[config.mk]
export PLATFORM = sky130hd
export DESIGN_NAME = prbs31_predict
export DESIGN_NICKNAME = d
export VERILOG_FILES = /design/src/rtl/sfp_link_pkg.sv /design/src/rtl/prbs31_predict.sv
export SDC_FILE = /design/constraint.sdc
export NUM_CORES = 1
export LEC_CHECK = 0
export BUFFER_PORTS_ARGS = -buffer_cell sky130_fd_sc_hd__buf_2
export CORE_ASPECT_RATIO = 0.9
export CORE_MARGIN = 4
export CORE_UTILIZATION = 32
export DETAILED_ROUTE_END_ITERATION = 16
export PLACE_DENSITY_LB_ADDON = 0.1
export RECOVER_POWER = 25
export SETUP_SLACK_MARGIN = 0.3
export SLEW_MARGIN = 20
export SYNTH_ARGS = -nofsm -noshare
export SYNTH_HDL_FRONTEND = slang
export SYNTH_SLANG_ARGS = --single-unit
[constraint.sdc]
create_clock -name vclk -period 0.8
set_input_delay 0.08 -clock vclk [all_inputs]
set_output_delay 0.08 -clock vclk [all_outputs]
set_load 0.01 [all_outputs]
[src/rtl/sfp_link_pkg.sv]
// rtl/sfp_link_pkg.sv - shared SFP link-test types and PRBS31 constants
package sfp_link_pkg;

   typedef enum logic [1:0] {
      IDLE   = 2'd0,
      HUNT   = 2'd1,
      LOCKED = 2'd2
   } link_state_t;

   // x^31 + x^28 + 1
   localparam int TAP_A       = 31;
   localparam int TAP_B       = 28;
   localparam int LOCK_LOSS_W = 8;

endpackage

[src/rtl/prbs31_predict.sv]
// rtl/prbs31_predict.sv - feed-forward PRBS31 prediction of one word from received bits
module prbs31_predict
   import sfp_link_pkg::*;
#(
   parameter int DATA_W = 40
) (
   input  logic [DATA_W-1:0] cur,
   input  logic [TAP_A-1:0]  prev,
   output logic [DATA_W-1:0] err_vec
);

   // Only the newest TAP_A bits of the previous word can reach any prediction,
   // so h starts there: cur bit i sits at h[TAP_A+i], its taps at h[i] and h[i+3].
   logic [DATA_W+TAP_A-1:0] h;

   assign h = {cur, prev};

   always_comb begin
      err_vec = '0;
      for (int i = 0; i < DATA_W; i++) begin
         err_vec[i] = h[TAP_A + i] ^ h[i] ^ h[i + TAP_A - TAP_B];
      end
   end

endmodule

# [Word level (Yosys, flattened, before mapping)]
# Index checks and enable logic that the tools add are counted.
[word_totals] word_cells=80 out_inout_bits=40 register_bits=0 rom_bits=0 ramBits=0 latch_bits=0 input_bits=71 n_memories=0
[classes] n_reduce_logical=0 div=0 shift=0 mux=0 n_addsub=0 multipliers=0 bitwise_logic=80 n_eq_ne=0 order_cmp=0
[op_table] operator="bitwise XOR 1 bit" count=80

# [Logic depth before layout (Yosys ltp)]
[depth] ltp_word=2 depth_mapped=1

# [Least setup slack after synthesis]
# OpenSTA, ideal clock, no wires.
[synth_timing] kind="input to output" start="input prev[8]" end="output err_vec[8]" n_path_buf=0 path_slack_ns=0.158 arrival_time_ns=0.562 stages=1 path_cell_list="xor3_4"
[synth_via] elab_chain_len=2
[synth_lines] element="start, declared" line_no="prbs31_predict.sv:8" text="input logic [TAP_A-1:0] prev,"
[synth_lines] element="bitwise XOR 1 bit (2 in a row)" line_no="prbs31_predict.sv:21" text="err_vec[i] = h[TAP_A + i] ^ h[i] ^ h[i + TAP_A - TAP_B];"
[synth_lines] element="end, declared" line_no="prbs31_predict.sv:9" text="output logic [DATA_W-1:0] err_vec"
# Every way passes these cells.

# [Final worst setup path]
# Ends and elaborated chain as after synthesis.

==> results list <==
- Number of input and output port buffers inserted: 111
- Mean routed wirelength per cell: 15.2 um
- Routed length on met2: 1670 um
- Broken down by cell family, the worst path's largest delay share belongs to XOR/XNOR gates.
* FFs & Latches: 0
- Routed wire length: 3220 um
- Number of antenna cells inserted: 0
* Crit start category: input port
- In this run the tightest slew margin relative to its limit is 0.901.
* Maximum number of pins on one net before global-route repair: 4
- Violations in the final reports: setup timing
- Final worst slack: -0.0423 ns
- Number of hold violations in the final report: 0
* Placement Setup Slack: -0.0740 ns
* Post-layout util: 0.741
- Of all nets on the critical path, the largest fanout is 2.
* Last weighted congestion value of the routability-driven placer: 0.730
- Die area: 3920 um2
- Remaining Overflow, GRT: 0
* Initial cell density of the core: 0.342
* Max_cap viols: 0
- Die width: 65.6 um
- Adding up every negative setup slack in the final design gives -0.0631 ns.
- Routed signal wires occupy layers up through met3.
- The worst setup path is captured at an output port.
- STA puts the critical path data arrival time at 0.76 ns.
* Share of layout cells above drive strength 1: 0.750
* Required @ worst endpoint: 0.72 ns
- Met1 wire length: 1160 um
- Syn Inst Count: 40
* Warnings from Yosys: 0
- The routed design could run at a clock period as short as 0.842 ns.
- The sequential cells in the finished layout cover a total of 0 um2.
- The number of antenna violations at the first check in global routing came to 0.
* Top-level port count: 111
- The number of placed instances, taps included, is 201.
- Logic depth of the worst path, buffers included: 3
- P per Cell Area: 756 nW/um2
- Capturing element of the worst setup path: err_vec[8]
* Average instance area after synthesis: 23.9 um2
- The count of final max-slew check failures is 0.
- The via count of the first global-routing pass was 943.
- Summed over all nets, wire length on met3 after detailed routing comes to 386 um.
- Number of buffers and inverters on the critical path: 2
- Synthesis produced a netlist with a net count of 111.
- Slew @ Worst Pin: 0.148 ns
- The flow ran to the end, but the final reports show violations.
- Row Count: 18
* Critical path, cell by cell: buf_6, xor3_4, buf_6
- Number of nets at the end of the flow: 245
- Derived from the worst setup path, the maximum achievable clock frequency is 1.19 GHz.
- In this run the worst hold path is classified as input port to output port.
- Layout clock buffer count: 0
- Post-Route Hold Slack: 0.480 ns
- Remaining DRCs: 0
- Once detail routing completed, the nets flagged for antenna violations numbered 0.
* Crit share post-route: 1.05
- Fill cells in the final layout number 195.
- The share of the Yosys chip area taken by registers is 0.
- Leakage power: 1.26 nW
* Die Height: 59.8 um
- The largest single stage delay on the critical path is 0.47 ns.
* Global router's overall resource usage: 0.139
* Number of setup violations in the final report: 3
* First-pass iteration count of the detailed router: 2
* DR iter-0 viols: 12
- In this run the cell area of the synthesized design comes to 955 um2.
- By instance count, the cell type seen most on the critical path is sky130_fd_sc_hd__buf_6.
- After detailed routing, the number of vias per cell comes to 4.20.
- Setup repair after global routing could not meet its margin everywhere.
- On the critical path, the stage with the largest delay is an instance of sky130_fd_sc_hd__xor3_4.
- Hold buffers post-CTS: 0
- Area growth from synthesis to final layout: 117%
- IR analysis of the VDD net gives a maximum drop of 0.447 mV.
* Worst setup path category: input port to output port
- Final instance count without filler cells: 212
* Global-route wire length before repair: 4260 um
- Core ar.: 2790 um2
* Source of the critical timing path: prev[8]
- Vias after detailed routing: 890
- After synthesis, the netlist uses 2 different library cells.
[layer usage]
| metal | GRT usage | vias to the layer above |
|---|---|---|
| met3 | 0.0376 | 0 |
| met4 | 0 | 0 |
| li1 | - | 426 |
| met1 | 0.161 | 399 |
| met5 | 0 | - |
| met2 | 0.271 | 65 |
[cells in the final DEF, fill, tap and decap left out]
master	count
sky130_fd_sc_hd__clkbuf_1	4
sky130_fd_sc_hd__buf_8	7
sky130_fd_sc_hd__buf_2	51
sky130_fd_sc_hd__buf_4	21
sky130_fd_sc_hd__xor3_4	1
sky130_fd_sc_hd__buf_6	46
sky130_fd_sc_hd__clkbuf_2	3
sky130_fd_sc_hd__xor3_1	39
[what timing repair did]
item	in CTS	in global routing
setup endpoints to repair	40	40
setup buffers	7	4
resized for setup	60	12
pin swaps	27	10
hold endpoints to repair	0	0
[logic make-up after synthesis]
| logic type | after synthesis | synth area share |
|---|---|---|
| XOR/XNOR | 40 | 1.00 |
[metrics by stage]
stage | power [mW] | cell area, um2
finish | 1.57 | 2070
global route | 1.67 | 2070
CTS | 1.54 | 1990
detailed placement | 1.35 | 1640
global placement | 1.33 | 1640
floorplan | 0.768 | 955
[Yosys cell counts]
master / count / area, um2
sky130_fd_sc_hd__xor3_1: 39 / 927
sky130_fd_sc_hd__xor3_4: 1 / 27.5
[how the worst min path moves through the flow]
stage                        endpoint  slack, ns  depth (start not counted)     start
after floorplan            err_vec[0]       0.34                          1   prev[3]
after global placement    err_vec[33]       0.49                          3   cur[33]
after detailed placement  err_vec[36]       0.48                          3   cur[36]
after CTS                  err_vec[2]       0.49                          3   prev[5]
after global routing      err_vec[26]       0.50                          3  prev[29]
final                     err_vec[18]       0.48                          3  prev[18]
[tightest hold or removal path: stages]
cell	delay, ns
sky130_fd_sc_hd__buf_6	0.07
sky130_fd_sc_hd__xor3_1	0.12
sky130_fd_sc_hd__buf_2	0.12
[where the power goes]
part | total, mW | switching [mW] | internal (mW)
Combinational | 1.57 | 0.508 | 1.06
Clock | 0 | 0 | 0
Sequential | 0 | 0 | 0
Total | 1.57 | 0.508 | 1.06
[area by class of cell]
cell class	instances	area, um2	share of cell area
repair buffers	132	1070	0.515
multi-input cells	40	955	0.461
well taps	40	50.0	0.0242
Note: power is estimated with default switching activity, not from simulation.
